$ cat src/rtl/cam_init_sequencer.sv
// Camera power-up sequencer: sequences cam_pwdn/cam_rstn, then replays a ROM register
// table to the SCCB master with NACK/timeout retry and done/error reporting.
module cam_init_sequencer #(
   parameter int unsigned PWDN_CYCLES   = 25000,
   parameter int unsigned RST_CYCLES    = 25000,
   parameter int unsigned SETTLE_CYCLES = 75000,
   parameter int unsigned ACK_TIMEOUT   = 100000,
   parameter int unsigned MAX_RETRY     = 3,
   parameter int unsigned N_REGS        = 64,
   parameter logic [7:0]  DEV_ADDR      = 8'h42,
   parameter bit          AUTO_START    = 1'b1,
   localparam int unsigned ADDR_W       = $clog2(N_REGS)
) (
   input  logic              PCLK,
   input  logic              PRESETN,
   input  logic              start,
   output logic              cam_pwdn,
   output logic              cam_rstn,
   output logic [ADDR_W-1:0] rom_addr,
   input  logic [15:0]       rom_data,
   output logic              wr_req,
   output logic [7:0]        wr_dev,
   output logic [7:0]        wr_reg,
   output logic [7:0]        wr_data,
   input  logic              wr_ack,
   input  logic              wr_nack,
   output logic              done,
   output logic              error,
   output logic [ADDR_W-1:0] err_idx
);

   localparam int unsigned MAX_A   = (PWDN_CYCLES > RST_CYCLES) ? PWDN_CYCLES : RST_CYCLES;
   localparam int unsigned MAX_B   = (SETTLE_CYCLES > ACK_TIMEOUT) ? SETTLE_CYCLES : ACK_TIMEOUT;
   localparam int unsigned MAX_CYC = (MAX_A > MAX_B) ? MAX_A : MAX_B;
   localparam int unsigned CNT_W   = $clog2(MAX_CYC + 1);
   localparam int unsigned IDX_W   = ADDR_W + 1;
   localparam int unsigned RTY_W   = (MAX_RETRY > 0) ? $clog2(MAX_RETRY + 1) : 1;
   localparam logic [15:0] END_WORD = 16'hFFFF;
   localparam logic [15:0] DLY_WORD = 16'hFFF0;

   typedef enum logic [3:0] {
      S_IDLE, S_PWDN, S_RSTLOW, S_SETTLE, S_FETCH, S_DECODE,
      S_ISSUE, S_WAIT_ACK, S_GAP, S_DELAY, S_DONE, S_ERROR
   } state_t;

   state_t             state, state_n;
   logic [CNT_W-1:0]   cnt, cnt_n;
   logic [IDX_W-1:0]   idx, idx_n;
   logic [RTY_W-1:0]   retry, retry_n;
   logic               auto_pend, auto_n;
   logic               pwdn_n, rstn_n, req_n, done_n, error_n;
   logic [7:0]         reg_n, data_n;
   logic [ADDR_W-1:0]  addr_n, err_idx_n;

   assign wr_dev = DEV_ADDR;

   // State and registered outputs
   always_ff @(posedge PCLK or negedge PRESETN) begin
      if (!PRESETN) begin
         state     <= S_IDLE;
         cnt       <= '0;
         idx       <= '0;
         retry     <= '0;
         auto_pend <= AUTO_START;
         cam_pwdn  <= 1'b1;
         cam_rstn  <= 1'b0;
         rom_addr  <= '0;
         wr_req    <= 1'b0;
         wr_reg    <= '0;
         wr_data   <= '0;
         done      <= 1'b0;
         error     <= 1'b0;
         err_idx   <= '0;
      end else begin
         state     <= state_n;
         cnt       <= cnt_n;
         idx       <= idx_n;
         retry     <= retry_n;
         auto_pend <= auto_n;
         cam_pwdn  <= pwdn_n;
         cam_rstn  <= rstn_n;
         rom_addr  <= addr_n;
         wr_req    <= req_n;
         wr_reg    <= reg_n;
         wr_data   <= data_n;
         done      <= done_n;
         error     <= error_n;
         err_idx   <= err_idx_n;
      end
   end

   // Next-state and next-output logic
   always_comb begin
      state_n   = state;
      cnt_n     = cnt;
      idx_n     = idx;
      retry_n   = retry;
      auto_n    = auto_pend;
      req_n     = wr_req;
      reg_n     = wr_reg;
      data_n    = wr_data;
      done_n    = done;
      error_n   = error;
      err_idx_n = err_idx;

      case (state)
         S_IDLE: begin
            auto_n = 1'b0;
            if (start || auto_pend) begin
               state_n = S_PWDN;
               cnt_n   = '0;
            end
         end
         S_PWDN: begin
            if (cnt == CNT_W'(PWDN_CYCLES - 1)) begin
               state_n = S_RSTLOW;
               cnt_n   = '0;
            end else cnt_n = cnt + CNT_W'(1);
         end
         S_RSTLOW: begin
            if (cnt == CNT_W'(RST_CYCLES - 1)) begin
               state_n = S_SETTLE;
               cnt_n   = '0;
            end else cnt_n = cnt + CNT_W'(1);
         end
         S_SETTLE: begin
            if (cnt == CNT_W'(SETTLE_CYCLES - 1)) begin
               state_n = S_FETCH;
               cnt_n   = '0;
               idx_n   = '0;
               retry_n = '0;
            end else cnt_n = cnt + CNT_W'(1);
         end
         S_FETCH: state_n = S_DECODE;
         S_DECODE: begin
            if (rom_data == END_WORD || idx == IDX_W'(N_REGS)) begin
               state_n = S_DONE;
               done_n  = 1'b1;
            end else if (rom_data == DLY_WORD) begin
               state_n = S_DELAY;
               cnt_n   = '0;
            end else begin
               reg_n   = rom_data[15:8];
               data_n  = rom_data[7:0];
               state_n = S_ISSUE;
            end
         end
         S_ISSUE: begin
            req_n   = 1'b1;
            cnt_n   = '0;
            state_n = S_WAIT_ACK;
         end
         S_WAIT_ACK: begin
            // A NACK and a timeout are handled identically
            if (wr_ack || cnt == CNT_W'(ACK_TIMEOUT - 1)) begin
               req_n = 1'b0;
               if (wr_ack && !wr_nack) begin
                  idx_n   = idx + IDX_W'(1);
                  retry_n = '0;
                  state_n = S_FETCH;
               end else if (retry < RTY_W'(MAX_RETRY)) begin
                  retry_n = retry + RTY_W'(1);
                  state_n = S_GAP;
               end else begin
                  error_n   = 1'b1;
                  err_idx_n = ADDR_W'(idx);
                  state_n   = S_ERROR;
               end
            end else cnt_n = cnt + CNT_W'(1);
         end
         S_GAP: state_n = S_ISSUE;
         S_DELAY: begin
            if (cnt == CNT_W'(SETTLE_CYCLES - 1)) begin
               idx_n   = idx + IDX_W'(1);
               cnt_n   = '0;
               state_n = S_FETCH;
            end else cnt_n = cnt + CNT_W'(1);
         end
         S_DONE, S_ERROR: begin
            if (start) begin
               done_n  = 1'b0;
               error_n = 1'b0;
               cnt_n   = '0;
               state_n = S_PWDN;
            end
         end
         default: state_n = S_IDLE;
      endcase

      pwdn_n = (state_n == S_IDLE) || (state_n == S_PWDN);
      rstn_n = !((state_n == S_IDLE) || (state_n == S_PWDN) || (state_n == S_RSTLOW));
      addr_n = ADDR_W'(idx_n);
   end

endmodule

$ cat config.mk
export PLATFORM = sky130hd
export DESIGN_NAME = cam_init_sequencer
export DESIGN_NICKNAME = d
export VERILOG_FILES = /design/src/rtl/cam_init_sequencer.sv
export SDC_FILE = /design/constraint.sdc
export NUM_CORES = 1
export LEC_CHECK = 0
export CAP_MARGIN = 20
export CORE_AREA = 2 2 95 97
export CTS_CLUSTER_DIAMETER = 200
export DETAILED_ROUTE_END_ITERATION = 6
export DIE_AREA = 0 0 97 99
export HOLD_SLACK_MARGIN = 0.08
export PLACE_DENSITY = 0.61
export SETUP_SLACK_MARGIN = 0.2
export SKIP_CTS_REPAIR_TIMING = 1
export SYNTH_ARGS = -nofsm -noshare
export SYNTH_HDL_FRONTEND = slang
export SYNTH_SLANG_ARGS = --single-unit
$ cat constraint.sdc
create_clock -name PCLK -period 2.8 [get_ports PCLK]
set_input_delay 0.42 -clock PCLK [delete_from_list [all_inputs] [get_ports PCLK]]
set_output_delay 0.42 -clock PCLK [all_outputs]
set_load 0.02 [all_outputs]
# After elaboration in Yosys (flattened, before gate mapping)
# Index checks and enable logic that the tools add are counted.
# totals
ff_bits	58
in_bits	21
output_inout_bits	41
wordCells	119
# op_classes
add_sub_neg	3
order_cmp	1
n_eq_ne	32
muxes	38
n_bitwise	4
reduce_logical	27
# op_table
operator	count
17-bit 2-to-1 mux	7
17-bit one-hot mux with 7 select lines	1
4-bit one-hot mux with 10 select lines	1
4-bit 2-to-1 mux	9
17-bit equality test, second input constant	2
16-bit equality test, second input constant	2
7-bit 2-to-1 mux	4
2-bit != test, second input constant	12
7-bit one-hot mux with 3 select lines	1
17-bit by 1-bit adder with 17-bit output, second input constant	1
17-bit by 15-bit equality test with 1-bit output, second input constant	1
4-bit by 3-bit equality test with 1-bit output, second input constant	4
4-bit equality test, second input constant	4
4-bit by 2-bit equality test with 1-bit output, second input constant	3
2-bit 2-to-1 mux	5
5-bit AND reduction	2
4-bit by 1-bit equality test with 1-bit output, second input constant	2
4-bit zero test	2
4-bit AND reduction	2
2-bit nonzero test	4
7-bit by 1-bit adder with 7-bit output, second input constant	1
7-bit equality test, second input constant	1
7-bit nonzero test	1
1-bit 2-to-1 mux	6
other kinds (14)	27

# Longest topological paths before layout
# Gate-level depths: netlist of run 1.
# logic_depth
word_depth	9
ltp_mapped	9
depth_no_buf	8

# Worst setup path after synthesis of run 1
# No wires, ideal clock.
# synth_path
kind	reg2reg
from	register cnt[0]
to	register cam_rstn
setup_time_ps	118
t_arrival_ps	1962
t_required_ps	2682
slack_ps	720
path_stages_with_launch	7
path_buffers	0
period_less_slack_ps	2080
cell_sequence	dfrtp_1 -> ha_1 -> and4bb_2 -> nand4_1 -> mux2_1 -> or4_4 -> a21o_1
# synth_between
elab_chain_cells	8
elab_cells_between_ends	15
cone_classes	5 x eq/ne; 5 x mux; 5 x reduce/logical
# synth_lines
element	line	rtl
from (decl)	47	logic [CNT_W-1:0] cnt, cnt_n;
from (signal assigned)	76	cnt <= cnt_n;
17-bit equality test	155	if (wr_ack || cnt == CNT_W'(ACK_TIMEOUT - 1)) begin
1-bit logical OR	155	
4-bit 2-to-1 mux	155	
4-bit one-hot mux with 10 select lines (*)	106	case (state)
net state_n[0]	46	state_t state, state_n;
4-bit by 1-bit equality test with 1-bit output / 4-bit zero test (equally long branches)	191	rstn_n = !((state_n == S_IDLE) || (state_n == S_PWDN) || (state_n == S_RSTLOW));
1-bit logical OR	191	
1-bit logical OR (*)	191	
1-bit zero test (*)	191	
net rstn_n	51	logic pwdn_n, rstn_n, req_n, done_n, error_n;
to (signal assigned)	81	cam_rstn <= rstn_n;
to (decl)	18	output logic cam_rstn,
# The timed path passes the listed nets; every way through them passes the cells marked *.
# A chain may end at the register's enable or synchronous reset.

# Worst setup path in the final report of run 1
# layout_path
from	register cnt[0]
to	register cnt[16]
# layout_between
elab_chain_cells	4
elab_cells_between_ends	11
cone_classes	1 x add/sub; 4 x eq/ne; 4 x mux; 2 x reduce/logical
# layout_lines
element
branches (longest 4 deep; another with 17-bit by 1-bit adder with 17-bit output)
# Several ways; the timed one is not identified. The select of a mux whose other input is x is not followed.

==> flow_metrics.py, run 1 <==
metrics = {
    "setup_path": {
        "reg2regPathDepth": 8,
        "crit_start": "cnt[0]",
        "critPathArrivalTime_ns": 2.64,
        "critPathCaptureType": "register",
        "reg2reg_to": "cnt[16]",
        "worst-r2r-setup-slack_ns": 0.39,
        "reg2reg_from": "cnt[0]",
        "cp-start-kind": "register",
        "cp_max_fo": 11,
        "criticalPathCategory": "register to register",
        "cp.required_ns": 3.02,
    },
    "routing": {
        "routed_wl_um": 7690,
        "viasPerCell": 5.38,
        "drc_errors": 0,
        "vias": 2647,
        "final_antenna_net_count": 0,
        "first_pass_iters": 4,
        "initialDrtViolationCount": 190,
        "wl_per_cell_um": 15.6,
    },
    "final_layout": {
        "diodes": 0,
        "largest_reg_flops": 17,
        "fin_nets": 404,
        "final_area_um2": 4150,
        "syn_to_final_growth_pct": 24.1,
        "final_util_pct": 48.6,
        "drive_above_1_share_pct": 19.0,
    },
    "power": {
        "ir_drop_uv": 414,
        "p_leak_nw": 1.77,
        "p_per_area_nw_per_um2": 859,
    },
    "logic_synthesis": {
        "ys_seq_elements": 58,
        "yosysTopAreaCellShare_pct": 41.9,
        "synth_area_leaders": "dfrtp_1 (42%), mux2_2 (7.4%), buf_4 (3.4%)",
        "ys_warn_count": 0,
        "synth.mux.area_fraction_pct": 7.74,
        "avgSynthCellArea_um2": 10.3,
        "synth-seq-area-share_pct": 43.4,
        "synthCells": 325,
        "yosys.area_share.simple_pct": 23.3,
        "synth.most_common_cell": "dfrtp_1",
        "synth-adder-area-share_pct": 1.50,
        "syn_area_um2": 3350,
        "yosysTopAreaCell": "dfrtp_1",
        "synth_xor_area_share_pct": 0.262,
        "synthDistinctLibCells": 66,
        "ys.flop_type": "dfrtp_1",
        "synth_edf_count": 0,
        "synth_top_family_by_area": "simple AND/OR/NAND/NOR gates",
        "async_flop_share_pct": 100,
        "synth.top_cells.by_count": "dfrtp_1 (56), nor2_1 (23), mux2_2 (22), o21ai_0 (22), nand2_1 (21)",
        "synth_compound_area_share_pct": 17.3,
    },
    "die": {
        "fp-row-count": 34,
        "die-area_um2": 9600,
        "core_um2": 8550,
        "ioPinCount": 62,
        "start_util_pct": 39.1,
        "die_w_um": 97,
        "die_height_um": 99,
    },
    "global_routing": {
        "grt_pass1_wl_um": 13000,
        "antenna_found_initial": 0,
        "use_met3_pct": 5.74,
        "use_met1_pct": 23.3,
        "met2_usage_pct": 24.1,
        "grt_usage_pct": 16.7,
        "grt-ovfl-total": 0,
        "grt_pass1_vias": 2625,
        "grt_max_degree": 59,
        "top_usage_layer": "met2",
    },
    "job": {
        "maxCapViolations": 0,
    },
    "timing": {
        "rsz0062_at_grt": "no",
        "fin_skew_ns": 0.00914,
        "final-hold-violation-count": 0,
        "finalSetupTns_ns": 0,
        "fmax_ghz": 0.414,
        "worst_slew_pin_slew_ns": 0.865,
        "maxSlewViolCount": 0,
        "timing.hold.ws_ns": 0.234,
        "timing.final.crit_share_pct": 86.2,
        "fin_crit_ns": 2.41,
        "slew_headroom_pct": 42.1,
        "setup_violations": 0,
    },
    "cts": {
        "root_buffer": "clkbuf_8",
        "clk_latency_ns": 0.34,
        "cts_buffers": 9,
        "cts_tree": "done",
        "ctsHtreeMaxLevel": 3,
        "cts.sinks": 58,
        "clk_pin_slew_worst_paths_ns": 0.07,
        "cts_max_path_buffers": 2,
    },
    "placed_design": {
        "gp_congestion": 0.794,
        "port-buffer-count": 53,
        "placed_area_um2": 3910,
        "hpwl_um": 5390,
    },
    "hold_path": {
        "min_path_type": "input port to async pin",
    },
    "status": {
        "status": "complete, no violations",
    },
}
kinds of logic (layout without fill, tap and decap cells):
| group | count (synthesis) | after routing |
|---|---|---|
| compound gates | 78 | 78 |
| xor+xnor | 1 | 1 |
| fa+ha+maj | 4 | 4 |
| buf+inv | 31 | 84 |
| flops | 58 | 58 |
| mux | 23 | 23 |
| other cells | 2 | 8 |
| simple gates | 128 | 128 |
area by class of cell:
| cell class | instances | area [um^2] |
|---|---|---|
| Sequential cell | 58 | 1450 |
| Tap cell | 108 | 135 |
| Timing Repair Buffer | 62 | 593 |
| Clock inverter | 4 | 73.8 |
| Inverter | 6 | 22.5 |
| Multi-Input combinational cell | 242 | 1720 |
| Fill cell | 799 | 4400 |
| Clock buffer | 12 | 155 |
worst max-delay path: stages, from the launching register on:
cell,delay (ns)
dfrtp_1,0.41
ha_1,0.22
and4bb_2,0.33
nand4_2,0.21
o21bai_2,0.26
and3_2,0.33
nor2_1,0.06
buf_4,0.18
a221o_1,0.29
how the worst max path moves through the flow:
| stage | endpoint | slack (ns) |
|---|---|---|
| after floorplan | cam_rstn | 0.72 |
| after global placement | cnt[13] | 0.15 |
| after detailed placement | cnt[13] | 0.13 |
| after CTS | cnt[16] | 0.32 |
| after global routing | cnt[16] | 0.21 |
| final | cnt[16] | 0.39 |
power breakdown:
| group | internal, mW | switching [mW] | leakage, nW |
|---|---|---|---|
| Clock | 0.550 | 0.344 | 0.117 |
| Combinational | 0.698 | 0.816 | 0.894 |
| Sequential | 1.03 | 0.127 | 0.755 |
cell usage in the layout (no fill, tap or decap), types with 2 or more instances in the layout:
| cell type | synthesis | routed |
|---|---|---|
| and3_2 | 1 | 2 |
| o211ai_1 | 2 | 2 |
| o21ai_0 | 22 | 22 |
| dfstp_2 | 2 | 2 |
| a31oi_1 | 6 | 6 |
| and2b_1 | 2 | 2 |
| nand2_1 | 21 | 21 |
| nor2b_1 | 8 | 8 |
| nand4_1 | 7 | 7 |
| nand3b_1 | 4 | 4 |
| nor3_1 | 4 | 4 |
| buf_4 | 15 | 9 |
| nor3b_1 | 2 | 2 |
| o22ai_1 | 3 | 3 |
| and4bb_2 | 2 | 2 |
| a21o_1 | 8 | 8 |
| o31ai_1 | 7 | 7 |
| nand2b_1 | 5 | 5 |
| clkdlybuf4s50_1 | 0 | 52 |
| and4b_1 | 2 | 2 |
| a21oi_1 | 7 | 7 |
| nor2_1 | 23 | 23 |
| nand3_1 | 18 | 17 |
| a22o_1 | 9 | 9 |
| bufinv_16 | 0 | 2 |
| dfrtp_1 | 56 | 56 |
| mux2_2 | 22 | 22 |
| and2b_2 | 2 | 2 |
| nor3_2 | 2 | 2 |
| nor4_1 | 2 | 2 |
| inv_1 | 6 | 6 |
| and3_1 | 6 | 5 |
| conb_1 | 2 | 8 |
| ha_1 | 4 | 4 |
| nor4b_1 | 3 | 2 |
| clkbuf_8 | 0 | 11 |
through the flow:
| step | total power, mW | cells | setup slack [ns] |
|---|---|---|---|
| after floorplan | 2.14 | 331 | 0.720 |
| after global placement | 2.67 | 476 | 0.154 |
| after detailed placement | 2.68 | 476 | 0.129 |
| after CTS | 3.60 | 492 | 0.319 |
| after global routing | 3.80 | 492 | 0.211 |
| final | 3.57 | 492 | 0.385 |
per-layer routing:
layer / share of wire, % / wire (um)
met5: 0 / 0
met4: 1.4 / 104
met3: 5.9 / 451
met2: 44 / 3410
met1: 48 / 3720
Note: power is estimated with default switching activity, not from simulation.
==> run 2, diff against run 1 <==
--- a/config.mk
+++ b/config.mk
@@ -10,7 +10,7 @@
 export CTS_CLUSTER_DIAMETER = 200
 export DETAILED_ROUTE_END_ITERATION = 6
 export DIE_AREA = 0 0 97 99
-export HOLD_SLACK_MARGIN = 0.08
+export HOLD_SLACK_MARGIN = 0.05
 export PLACE_DENSITY = 0.61
 export SETUP_SLACK_MARGIN = 0.2
 export SKIP_CTS_REPAIR_TIMING = 1
==> results of run 2 <==
No change in the layout: final DEF, timing and power equal those of run 1.
==> run 3, diff against run 2 <==
==> constraint.sdc (replaced) <==
create_clock -name PCLK -period 2.8 [get_ports PCLK]
set_input_delay 0.28 -clock PCLK [delete_from_list [all_inputs] [get_ports PCLK]]
set_output_delay 0.28 -clock PCLK [all_outputs]
set_load 0.02 [all_outputs]
==> run 3 against run 2 <==
  * Wire length up 1.5%
  * Cell area stayed put
  * Sequential power is essentially flat
  * Via count increased by 2.0%
  * Power down 1.5%
  * Setup slack better by 0.011 ns
  * Combinational power shrank 4%
  * Critical path depth unchanged
  * Critical endpoint unchanged
==> flow_metrics.py, run 3 (synthesized netlist as in run 1, its figures left out) <==
metrics = {
    "global_routing": {
        "grt-ovfl-total": 0,
        "grt_pass1_wl_um": 13200,
        "antenna_found_initial": 0,
        "grt_max_degree": 44,
        "grt_usage_pct": 16.8,
        "grt_pass1_vias": 2648,
    },
    "setup_path": {
        "max_stage_delay_ns": 0.41,
        "cp_max_fo": 10,
        "setup.worst_path.end": "cnt[16]",
        "critPathArrivalTime_ns": 2.63,
        "crit_chain": "ha_1 > and4bb_2 > nand4_2 > o21bai_2 > and3_1 > nor2_1 > buf_4 > a221o_1",
        "cp-start-kind": "register",
        "reg2regPathDepth": 8,
        "crit_start": "cnt[0]",
        "worst-path-buf-inv": 1,
        "path_delay_family": "simple AND/OR/NAND/NOR gates",
        "criticalPathCategory": "register to register",
        "crit_cells": 8,
        "cp_slowest_cell": "dfrtp_1",
        "cp.required_ns": 3.03,
        "reg2reg_from": "cnt[0]",
        "worst-r2r-setup-slack_ns": 0.40,
        "reg2reg_to": "cnt[16]",
        "critPathCaptureType": "register",
    },
    "cts": {
        "cts_buffers": 9,
        "cts.sinks": 58,
        "clk_latency_ns": 0.34,
        "ctsHtreeMaxLevel": 3,
        "cts_tree": "done",
        "clk_pin_slew_worst_paths_ns": 0.07,
        "root_buffer": "clkbuf_8",
        "cts_max_path_buffers": 2,
    },
    "routing": {
        "initialDrtViolationCount": 117,
        "final_antenna_net_count": 0,
        "drc_errors": 0,
        "routed_wl_um": 7800,
        "viasPerCell": 5.48,
        "wl_per_cell_um": 15.8,
        "vias": 2700,
        "first_pass_iters": 4,
    },
    "timing": {
        "finalSetupTns_ns": 0,
        "fin_crit_ns": 2.40,
        "setup_violations": 0,
        "fmax_ghz": 0.416,
        "final-hold-violation-count": 0,
        "slew_headroom_pct": 44.4,
        "fin_skew_ns": 0.00553,
        "timing.hold.ws_ns": 0.431,
        "maxSlewViolCount": 0,
        "timing.final.crit_share_pct": 85.8,
        "rsz0062_at_grt": "no",
        "worst_slew_pin_slew_ns": 0.832,
        "setup_ws_ns": 0.397,
    },
    "final_layout": {
        "layout_commonest_cell": "dfrtp_1",
        "fin_cells": 493,
        "fin_nets": 405,
        "largest_reg_flops": 17,
        "fill_cells": 789,
        "diodes": 0,
        "final_util_pct": 48.6,
        "drive_above_1_share_pct": 18.2,
        "syn_to_final_growth_pct": 24.1,
        "mostFrequentLayoutCells": "dfrtp_1 (56), clkdlybuf4s50_1 (52), nor2_1 (23)",
        "final_area_um2": 4150,
    },
    "power": {
        "p_per_area_nw_per_um2": 846,
        "p_leak_nw": 1.76,
        "finalPower_mw": 3.51,
        "ir_drop_uv": 441,
    },
    "hold_path": {
        "min_path_type": "input port to async pin",
    },
    "placed_design": {
        "gp_congestion": 0.825,
        "dp_worst_setup_slack_ns": 0.281,
        "port-buffer-count": 53,
        "placed_area_um2": 3900,
        "hpwl_um": 5540,
        "place_inst": 475,
    },
    "die": {
        "core_um2": 8550,
        "ioPinCount": 62,
        "fp-row-count": 34,
        "die_w_um": 97,
        "die_height_um": 99,
        "start_util_pct": 39.1,
        "die-area_um2": 9600,
    },
    "job": {
        "maxCapViolations": 0,
    },
    "status": {
        "status": "complete, no violations",
    },
}
==> run 3: cell type report <==
class                      instances  area [um^2]  area share (%)
inverter                           6         22.5           0.542
clock inverter                     5         77.6            1.87
timing repair buffer              63          616            14.8
sequential                        58         1450            35.0
tap                              108          135            3.25
clock buffer                      11          141            3.40
multi-input combinational        242         1710            41.1
==> run 3: worst reg2reg max path, stage by stage, from the launching register on <==
cell,delay (ns)
dfrtp_1,0.41
ha_1,0.21
and4bb_2,0.32
nand4_2,0.20
o21bai_2,0.24
and3_1,0.36
nor2_1,0.09
buf_4,0.18
a221o_1,0.29
==> run 3: per-layer routing <==
layer,GRT usage (%),routed length [um]
met1,22.9,3770
met2,25.5,3510
met3,5.53,422
met4,5.09,100
met5,0,0
==> run 3: where the power goes <==
group	internal [mW]	switching, mW	leakage (nW)	total, mW
Sequential	1.03	0.162	0.755	1.19
Combinational	0.685	0.762	0.896	1.45
Clock	0.523	0.351	0.109	0.874
==> run 3: worst min path at each step <==
stage	from	endpoint	slack (ns)	depth (start not counted)
floorplan	PRESETN	cam_rstn	-0.02	0
global placement	auto_pend	auto_pend	0.45	1
detailed placement	auto_pend	auto_pend	0.46	1
CTS	PRESETN	idx[3]	0.15	1
global route	PRESETN	idx[3]	0.46	2
finish	PRESETN	idx[3]	0.43	2
